File: src/rtl/plot_sink_pkg.sv
// Shared screen geometry, framebuffer widths, FSM encoding and queue entry type
// for the plot sink and its pixel FIFO.
package plot_sink_pkg;

    localparam int SCREEN_W = 160;
    localparam int SCREEN_H = 120;
    localparam int ADDR_W   = 15;
    localparam int COLOUR_W = 3;
    localparam int X_W      = 8;
    localparam int Y_W      = 7;

    // Address of the bottom-right pixel; the clear sweep ends here.
    localparam logic [ADDR_W-1:0] LAST_ADDR = ADDR_W'(SCREEN_W * SCREEN_H - 1);

    typedef enum logic [1:0] {
        IDLE  = 2'd0,
        WRITE = 2'd1,
        CLEAR = 2'd2
    } state_t;

    typedef struct packed {
        logic [ADDR_W-1:0]   addr;
        logic [COLOUR_W-1:0] colour;
    } pixel_t;

    // Row-major framebuffer address; y*160 + x always fits in 15 bits for
    // in-range coordinates.
    function automatic logic [ADDR_W-1:0] pixel_addr(input logic [X_W-1:0] x,
                                                      input logic [Y_W-1:0] y);
        return ADDR_W'(y) * ADDR_W'(SCREEN_W) + ADDR_W'(x);
    endfunction

endpackage

File: src/rtl/plot_fifo.sv
// Synchronous FIFO of queued pixel writes ({addr, colour} entries) with
// full/empty flags and an occupancy count.
module plot_fifo
    import plot_sink_pkg::*;
#(
    parameter int DEPTH = 4
) (
    input  logic                     clk,
    input  logic                     rset,
    input  logic                     push,
    input  pixel_t                   wr_data,
    input  logic                     pop,
    output pixel_t                   rd_data,
    output logic                     full,
    output logic                     empty,
    output logic [$clog2(DEPTH):0]   count
);

    localparam int PTR_W = $clog2(DEPTH);
    localparam int CNT_W = PTR_W + 1;

    pixel_t             storage [DEPTH];
    logic [PTR_W-1:0]   wr_ptr;
    logic [PTR_W-1:0]   rd_ptr;
    logic               do_push;
    logic               do_pop;

    assign do_push = push && !full;
    assign do_pop  = pop && !empty;

    assign full    = (count == CNT_W'(DEPTH));
    assign empty   = (count == '0);
    assign rd_data = storage[rd_ptr];

    // Pointer and occupancy bookkeeping; pointers wrap naturally at DEPTH.
    // NOTE: sequential state uses non-blocking assignments so every register
    // samples pre-edge values regardless of block evaluation order.
    always_ff @(posedge clk or posedge rset) begin
        if (rset) begin
            wr_ptr <= '0;
            rd_ptr <= '0;
            count  <= '0;
        end else begin
            if (do_push) wr_ptr <= wr_ptr + PTR_W'(1);
            if (do_pop)  rd_ptr <= rd_ptr + PTR_W'(1);
            case ({do_push, do_pop})
                2'b10:   count <= count + CNT_W'(1);
                2'b01:   count <= count - CNT_W'(1);
                default: count <= count;
            endcase
        end
    end

    // Entry storage write port.
    // NOTE: the storage array has no reset; an entry is only read after it has
    // been written, and leaving it unreset lets it map onto plain RAM/flops.
    always_ff @(posedge clk) begin
        if (do_push) storage[wr_ptr] <= wr_data;
    end

endmodule

File: src/rtl/plot_sink.sv
// Pixel-write sink: range-checks incoming plots, queues them, and drives a
// framebuffer write port one acknowledged word at a time; also performs a
// full-screen clear once queued pixels have drained.
module plot_sink
    import plot_sink_pkg::*;
#(
    parameter int                  FIFO_DEPTH   = 4,
    parameter logic [COLOUR_W-1:0] CLEAR_COLOUR = 3'b000
) (
    input  logic                clk,
    input  logic                rset,
    input  logic                plot_valid,
    output logic                plot_ready,
    input  logic [X_W-1:0]      px,
    input  logic [Y_W-1:0]      py,
    input  logic [COLOUR_W-1:0] pc,
    input  logic                clear,
    output logic [ADDR_W-1:0]   mem_addr,
    output logic [COLOUR_W-1:0] mem_data,
    output logic                mem_we,
    input  logic                mem_ack,
    output logic                busy,
    output logic [7:0]          dropped
);

    localparam int CNT_W = $clog2(FIFO_DEPTH) + 1;

    state_t             state;
    state_t             state_nxt;
    logic               clear_pending;
    logic [ADDR_W-1:0]  clear_cnt;

    logic               transfer;
    logic               in_range;
    logic               fifo_push;
    logic               fifo_pop;
    logic               fifo_full;
    logic               fifo_empty;
    logic [CNT_W-1:0]   fifo_count;
    pixel_t             fifo_head;
    pixel_t             new_pixel;
    logic               clear_done;

    assign in_range   = (px < X_W'(SCREEN_W)) && (py < Y_W'(SCREEN_H));
    assign transfer   = plot_valid && plot_ready;
    assign fifo_push  = transfer && in_range;
    assign fifo_pop   = (state == WRITE) && mem_ack;
    assign clear_done = (state == CLEAR) && mem_ack && (clear_cnt == LAST_ADDR);

    assign new_pixel.addr   = pixel_addr(px, py);
    assign new_pixel.colour = pc;

    // Readiness looks only at registered fullness, so a same-cycle pop never
    // opens a slot; held low while reset is asserted.
    assign plot_ready = !rset && !fifo_full && !clear_pending && (state != CLEAR);
    assign busy       = !fifo_empty || clear_pending || (state != IDLE);

    plot_fifo #(
        .DEPTH (FIFO_DEPTH)
    ) u_fifo (
        .clk     (clk),
        .rset    (rset),
        .push    (fifo_push),
        .wr_data (new_pixel),
        .pop     (fifo_pop),
        .rd_data (fifo_head),
        .full    (fifo_full),
        .empty   (fifo_empty),
        .count   (fifo_count)
    );

    // FSM state register.
    always_ff @(posedge clk or posedge rset) begin
        if (rset) state <= IDLE;
        else      state <= state_nxt;
    end

    // Next-state logic and framebuffer port drive.
    // NOTE: every output gets a default before the case so no path leaves a
    // signal unassigned, which would otherwise infer a latch.
    always_comb begin
        state_nxt = state;
        mem_we    = 1'b0;
        mem_addr  = '0;
        mem_data  = '0;
        case (state)
            IDLE: begin
                if (clear_pending && fifo_empty) state_nxt = CLEAR;
                else if (!fifo_empty)            state_nxt = WRITE;
            end
            WRITE: begin
                mem_we   = 1'b1;
                mem_addr = fifo_head.addr;
                mem_data = fifo_head.colour;
                if (mem_ack) begin
                    if ((fifo_count > CNT_W'(1)) && !clear_pending) state_nxt = WRITE;
                    else                                            state_nxt = IDLE;
                end
            end
            CLEAR: begin
                mem_we   = 1'b1;
                mem_addr = clear_cnt;
                mem_data = CLEAR_COLOUR;
                if (clear_done) state_nxt = IDLE;
            end
            default: state_nxt = IDLE;
        endcase
    end

    // Clear request latch: set by any clear pulse outside CLEAR, dropped when
    // the sweep writes its last word.
    always_ff @(posedge clk or posedge rset) begin
        if (rset)                             clear_pending <= 1'b0;
        else if (clear_done)                  clear_pending <= 1'b0;
        else if (clear && (state != CLEAR))   clear_pending <= 1'b1;
    end

    // Clear sweep address: advances per acknowledged word, back to 0 at the end.
    always_ff @(posedge clk or posedge rset) begin
        if (rset) begin
            clear_cnt <= '0;
        end else if ((state == CLEAR) && mem_ack) begin
            if (clear_cnt == LAST_ADDR) clear_cnt <= '0;
            else                        clear_cnt <= clear_cnt + ADDR_W'(1);
        end
    end

    // Saturating count of accepted but out-of-range pixels.
    always_ff @(posedge clk or posedge rset) begin
        if (rset)                                           dropped <= '0;
        else if (transfer && !in_range && (dropped != 8'hFF)) dropped <= dropped + 8'd1;
    end

endmodule
File: config.mk
export PLATFORM = sky130hd
export DESIGN_NAME = plot_sink
export DESIGN_NICKNAME = d
export VERILOG_FILES = /design/src/rtl/plot_sink_pkg.sv /design/src/rtl/plot_fifo.sv /design/src/rtl/plot_sink.sv
export SDC_FILE = /design/constraint.sdc
export NUM_CORES = 1
export LEC_CHECK = 0
export BUFFER_PORTS_ARGS = -buffer_cell sky130_fd_sc_hd__clkbuf_2
export CORE_MARGIN = 1
export CORE_UTILIZATION = 50
export CTS_BUF_LIST = sky130_fd_sc_hd__clkbuf_4 sky130_fd_sc_hd__clkbuf_8 sky130_fd_sc_hd__clkbuf_16
export DETAILED_ROUTE_END_ITERATION = 10
export GPL_TIMING_DRIVEN = 0
export PLACE_DENSITY_LB_ADDON = 0.15
export SLEW_MARGIN = 0
export SYNTH_ARGS = -nofsm -noshare
export SYNTH_HDL_FRONTEND = slang
export SYNTH_SLANG_ARGS = --single-unit
File: constraint.sdc
create_clock -name clk -period 4.1 [get_ports clk]
set_clock_uncertainty 0.05 [all_clocks]
set_input_delay 0.82 -clock clk [delete_from_list [all_inputs] [get_ports clk]]
set_output_delay 0.82 -clock clk [all_outputs]
set_load 0.02 [all_outputs]
-- Word-level counts from Yosys, hierarchy flattened
Memories as Yosys holds them, arrays and structs flattened.
Cells that the tools add are included.
- bits in read-only memories: 0
- output and inout bits: 29
- RAM bits: 72
- memories kept: 1
- bits in registers: 33
- bits in latches: 0
- logic and storage cells: 75
- memory list (name ; depth ; bits a word ; read ports ; clocked after Yosys merged registers in ; wr ports ; RTL line ; RTL):
    u_fifo.storage ; 4 ; 18 ; 1 ; 0 ; 1 ; plot_fifo.sv:22 ; pixel_t storage [DEPTH];
- div/mod/pow operators: 0
- add/sub/neg operators: 7
- bitwise logic cells: 0
- multiplexer cells: 15
- multipliers: 1
- eq/ne operators: 11
- $lt $le $gt $ge: 3
- reductions and logical operators: 30
- shift-type cells: 0
- operator list (kind ; count):
    15-bit case mux with 2 select lines ; 1
    1-bit logical AND ; 16
    15-bit by 1-bit adder with 15-bit output (second input constant) ; 1
    15-bit by 8-bit adder with 15-bit output ; 1
    15-bit equality test (second input constant) ; 1
    15-bit two-way mux ; 1
    7-bit by 3-bit multiplier with 10-bit output (second input constant) ; 1
    8-bit by 1-bit adder with 8-bit output (second input constant) ; 1
    8-bit < comparator (second input constant) ; 1
    2-bit two-way mux ; 4
    8-bit inequality test (second input constant) ; 1
    7-bit < comparator (second input constant) ; 1
    1-bit two-way mux ; 6
    2-bit inequality test (second input constant) ; 3
    2-bit case mux with 3 select lines ; 1
    3-bit case mux with 2 select lines ; 1
    2-bit nonzero test ; 3
    1-bit zero test ; 5
    2-bit by 1-bit adder with 2-bit output (second input constant) ; 2
    2-bit by 1-bit equality test with 1-bit output (second input constant) ; 2
    2-bit equality test (second input constant) ; 2
    3-bit by 1-bit adder with 3-bit output (second input constant) ; 1
    3-bit equality test (second input constant) ; 1
    3-bit by 1-bit > comparator with 1-bit output (second input constant) ; 1
    other kinds (8) ; 9

-- Depth between registers and ports, before layout
- depth in word-level cells: 10
- gate-level depth with buffers: 10
- mapped depth without buffers: 9

-- Modules after synthesis
A second synthesis with hierarchy kept.
- cell total of the unflattened synthesis: 361
- area, all modules: 5167.5 µm²
- by module, submodules not included (module ; seq. area each (µm²) ; cells an instance ; times used ; area each (µm²)):
    plot_fifo ; 2337.2 ; 132 ; 1 ; 3041.7
    plot_sink ; 650.6 ; 229 ; 1 ; 2125.8

-- Least setup slack after synthesis
No wires, ideal clock.
- path kind: input to register
- start: input py[1]
- end: memory u_fifo.storage[0][17] in the netlist's numbering, data pin
- data required time: 3794 ps
- arrival: 3010 ps
- cell stages on the path: 7
- setup slack: 785 ps
- library setup time: 256 ps
- cells stage by stage: ha_1 ha_1 fa_1 xor2_1 o21ai_0 or4_1 o41ai_1
- RTL lines (element ; RTL line ; RTL):
    start: declaration ; plot_sink.sv:15 ; input logic [Y_W-1:0] py,
    end: declaration ; plot_fifo.sv:22 ;

-- Final worst setup path
- start: register state[0]
- end: output mem_addr[13]
- cells in the longest elaborated chain, start to end: 2
- elaborated cells between the ends (all ways): 3
- those cells by class: 2 x eq/ne; 1 x mux
- RTL lines (element ; RTL line ; RTL):
    start: declaration ; plot_sink.sv:28 ; state_t state;
    start signal: assignment ; plot_sink.sv:75 ; else state <= state_nxt;
    2-bit equality test or 2-bit by 1-bit equality test with 1-bit output (tied branches) ; plot_sink.sv:86 ; case (state)
    15-bit case mux with 2 select lines * ; plot_sink.sv:86 ;
    end: declaration ; plot_sink.sv:18 ; output logic [ADDR_W-1:0] mem_addr,
Every way passes the cells marked *; elsewhere a longest branch is shown, timed or not.

==> key figures <==
Drt
  • Initial DRC count: 76
  • Wire length on met1: around 4500 um
  • Top layer in use: met4
  • Met3 WL: 269 um
  • Met2 wire len: roughly 5100 um
  • DR vias/cell: between 5 and 6
  • Final WL: 10000 um
  • First-pass DRT Iterations: 4
  • Routed Antenna Nets: 0
  • Vias after detailed routing: 3168
  • Residual DRC: 0
  • Avg WL per Cell: about 18 um

Synth
  • Yosys cell types: 54
  • Async set-reset flop share out of synthesis: roughly a third
  • Number of synthesized flops with an enable pin: 72
  • Mapped Nets: between 400 and 500
  • Synth Flop Type: edfxtp_1
  • Yosys reg bits: 105
  • Yosys warns: 0
  • Avg Cell Area, Syn: 14.1 um^2
  • Sequential cell area fraction in the yosys report: 58.0%
  • Post-Synthesis Cell Area: 0.00515 mm^2
  • Post-synthesis cell count: around 370

Timing
  • Fmax achieved: 293 MHz
  • Crit share post-route: 83.1%
  • Setup repair after global routing missed its margin: false
  • Setup violators final: 0
  • Final Hold Fails: 0
  • Worst slew margin: about two fifths
  • Min Tclk post-route: 3.41 ns
  • Setup Total Neg Slack: 0 ns
  • Final Slew Violations: 0
  • Slew @ Worst Pin: 0.865 ns

Pwr
  • Combinational power share: a little under two fifths
  • Net Switching: between 1 and 1.5 mW
  • Static leakage: 2.35 nW
  • Switching share of power: 35.6%
  • P_int: between 1.5 and 2 mW
  • Peak supply drop: 0.269 mV
  • Seq pwr share: 42.1%
  • Clock group share of total power: 19.8%
  • Final Power: 2.97 mW
  • PwrDens: 507 mW/mm^2

Global routing
  • Total grt overflow: 0
  • Vias in the first global route: 3127
  • Largest net degree at the start of global routing: 34
  • First-pass GRT wire length: approximately 16000 um
  • Gr usage total: around 21%
  • Initial antenna violation count: 0

Floorplan
  • Die width: 103 um
  • Full die area: approximately 0.011 mm^2
  • Core Area: 0.00986 mm^2
  • Initial Utilization: 52.2%
  • Row count: 36
  • Die Ht: 103 um
  • Ports: 52

Clock tree
  • CTS Buffer Depth: 2
  • Clock Sink Count: ~110
  • H-Tree Depth: 3
  • Root Buffer: clkbuf_8
  • Setup Buffers After CTS: 0
  • CTS-repair resized insts: 0
  • Reg clk slew, reported paths: 0.10 ns
  • Hold_buf cts: 0
  • Clock network latency to the later pin of the worst-skew pair: 0.37 ns
  • Total CTS buffers: 9
  • CTS tree: done

Worst setup path
  • Crit path DAT: between 2 and 3 ns
  • Startpoint Class: flop
  • Reg2reg path depth: 8
  • Endpoint class of the critical path: output port
  • Worst reg2reg path startpoint: u_fifo.count[0]$_DFFE_PP0P_
  • Worst r2r dst: u_fifo.storage[3][14]$_DFFE_PP_
  • Flop2flop setup slack: 1.22 ns
  • Worst endpoint required time: 3.23 ns
  • Critical path fanouts, max: 10
  • Worst Path Class, Setup: reg -> out

Cells and area
  • Share of cells above drive strength 1: around 24%
  • Antenna cell count: 0
  • Most frequent cells in the layout: edfxtp_1 (72), clkbuf_2 (51), dfrtp_1 (33), ha_1 (27)
  • Commonest non-fill, non-tap cell in the layout: edfxtp_1
  • Nets: 484
  • Layout area overhead: 13.9%

Hold path
  • HP Start: dropped[7]$_DFFE_PP0P_
  • Worst hold path cell count: 1
  • Hold Path Class: reg -> reg
  • Worst hold endpoint: dropped[7]$_DFFE_PP0P_

Place
  • Dpl hpwl: 7230 um
  • Gpl congestion: between 0.8 and 0.9
  • Port Buffers: 51

Run
  • Max cap viols: 0

Status
  • Status: finished clean
==> Yosys cell counts, types with 8 or more instances <==
library cell | count | area, um^2
edfxtp_1 | 72 | 2160
dfrtp_1 | 33 | 826
ha_1 | 27 | 338
nor2_1 | 24 | 90.1
inv_1 | 21 | 78.8
mux4_2 | 18 | 405
nor2b_1 | 17 | 106
a22oi_1 | 16 | 120
xnor2_1 | 16 | 140
xor2_1 | 15 | 131
nand2_1 | 10 | 37.5
nand3_1 | 10 | 50.1
o21ai_0 | 8 | 40.0
==> critical path, stage by stage, from the launching register on <==
cell,delay (ns)
dfrtp_1,0.39
inv_1,0.10
ha_1,0.30
clkbuf_1,0.40
buf_1,0.42
a22oi_1,0.18
nor2b_1,0.19
clkbuf_2,0.20
==> registers in the layout, summed over array words and instances, names as in the netlist <==
signal and count:
u_fifo.wr_ptr 2, u_fifo.rd_ptr 2, dropped 8, u_fifo.storage 72, u_fifo.count 3, clear_cnt 15
clear_pending 1, state 2
==> power by group through the flow <==
stage               Sequential, mW  Combinational [mW]  Clock (mW)
floorplan                     1.26               0.843           0
global placement              1.27                1.13           0
detailed placement            1.27                1.14           0
CTS                           1.25                1.15       0.604
global route                  1.26                1.25       0.640
finish                        1.25                1.13       0.590
==> kinds of logic after synthesis <==
group	Yosys count	synth area share (%)
DFF	105	58.0
and+or+nand+nor	95	10.1
AOI/OAI and AO/OA	50	7.19
xor gates and xnor gates	32	5.71
buffers and inverters	31	2.48
adders and majority gates	29	7.34
muxes	24	9.16
==> per-layer routing <==
metal,global-route usage [%],vias to the layer above
met5,0,-
met4,6.93,0
met3,4.10,11
met2,35.6,61
met1,25.8,1589
li1,-,1507
==> final cells by class <==
class                      instances  area, um^2
multi-input combinational        230        2040
inverter                          21        78.8
sequential                       105        2990
buffer                            10        48.8
tap                              133         166
timing repair buffer              55         365
clock inverter                     7        50.0
fill                             789        4000
clock buffer                       9         124
==> worst max-delay path by stage <==
stage                                    start  slack, ns                         endpoint  depth (start not counted)
after floorplan                          py[1]       0.78  u_fifo.storage[0][17]$_DFFE_PP_                          7
after global placement                    rset       0.19   u_fifo.storage[0][5]$_DFFE_PP_                          6
after detailed placement                 py[1]       0.38  u_fifo.storage[2][17]$_DFFE_PP_                          8
after CTS                 state[0]$_DFFE_PP0P_       0.65                      mem_addr[8]                          7
after global routing      state[0]$_DFFE_PP0P_       0.47                      mem_addr[8]                          7
final                     state[0]$_DFFE_PP0P_       0.69                     mem_addr[13]                          7
==> per-stage QoR <==
| step | std cells | util (%) | area [um^2] | setup WS, ns | hold slack (ns) |
|---|---|---|---|---|---|
| after floorplan | 366 | - | 5150 | 0.785 | 0.412 |
| after global placement | 550 | 56.5 | 5570 | 0.185 | 0.433 |
| after detailed placement | 554 | 57.7 | 5690 | 0.384 | 0.435 |
| after CTS | 570 | 59.5 | 5870 | 0.650 | 0.450 |
| after global routing | 570 | 59.5 | 5870 | 0.466 | 0.490 |
| final | 570 | 59.5 | 5870 | 0.691 | 0.452 |
(Power assumes the default switching activity.)
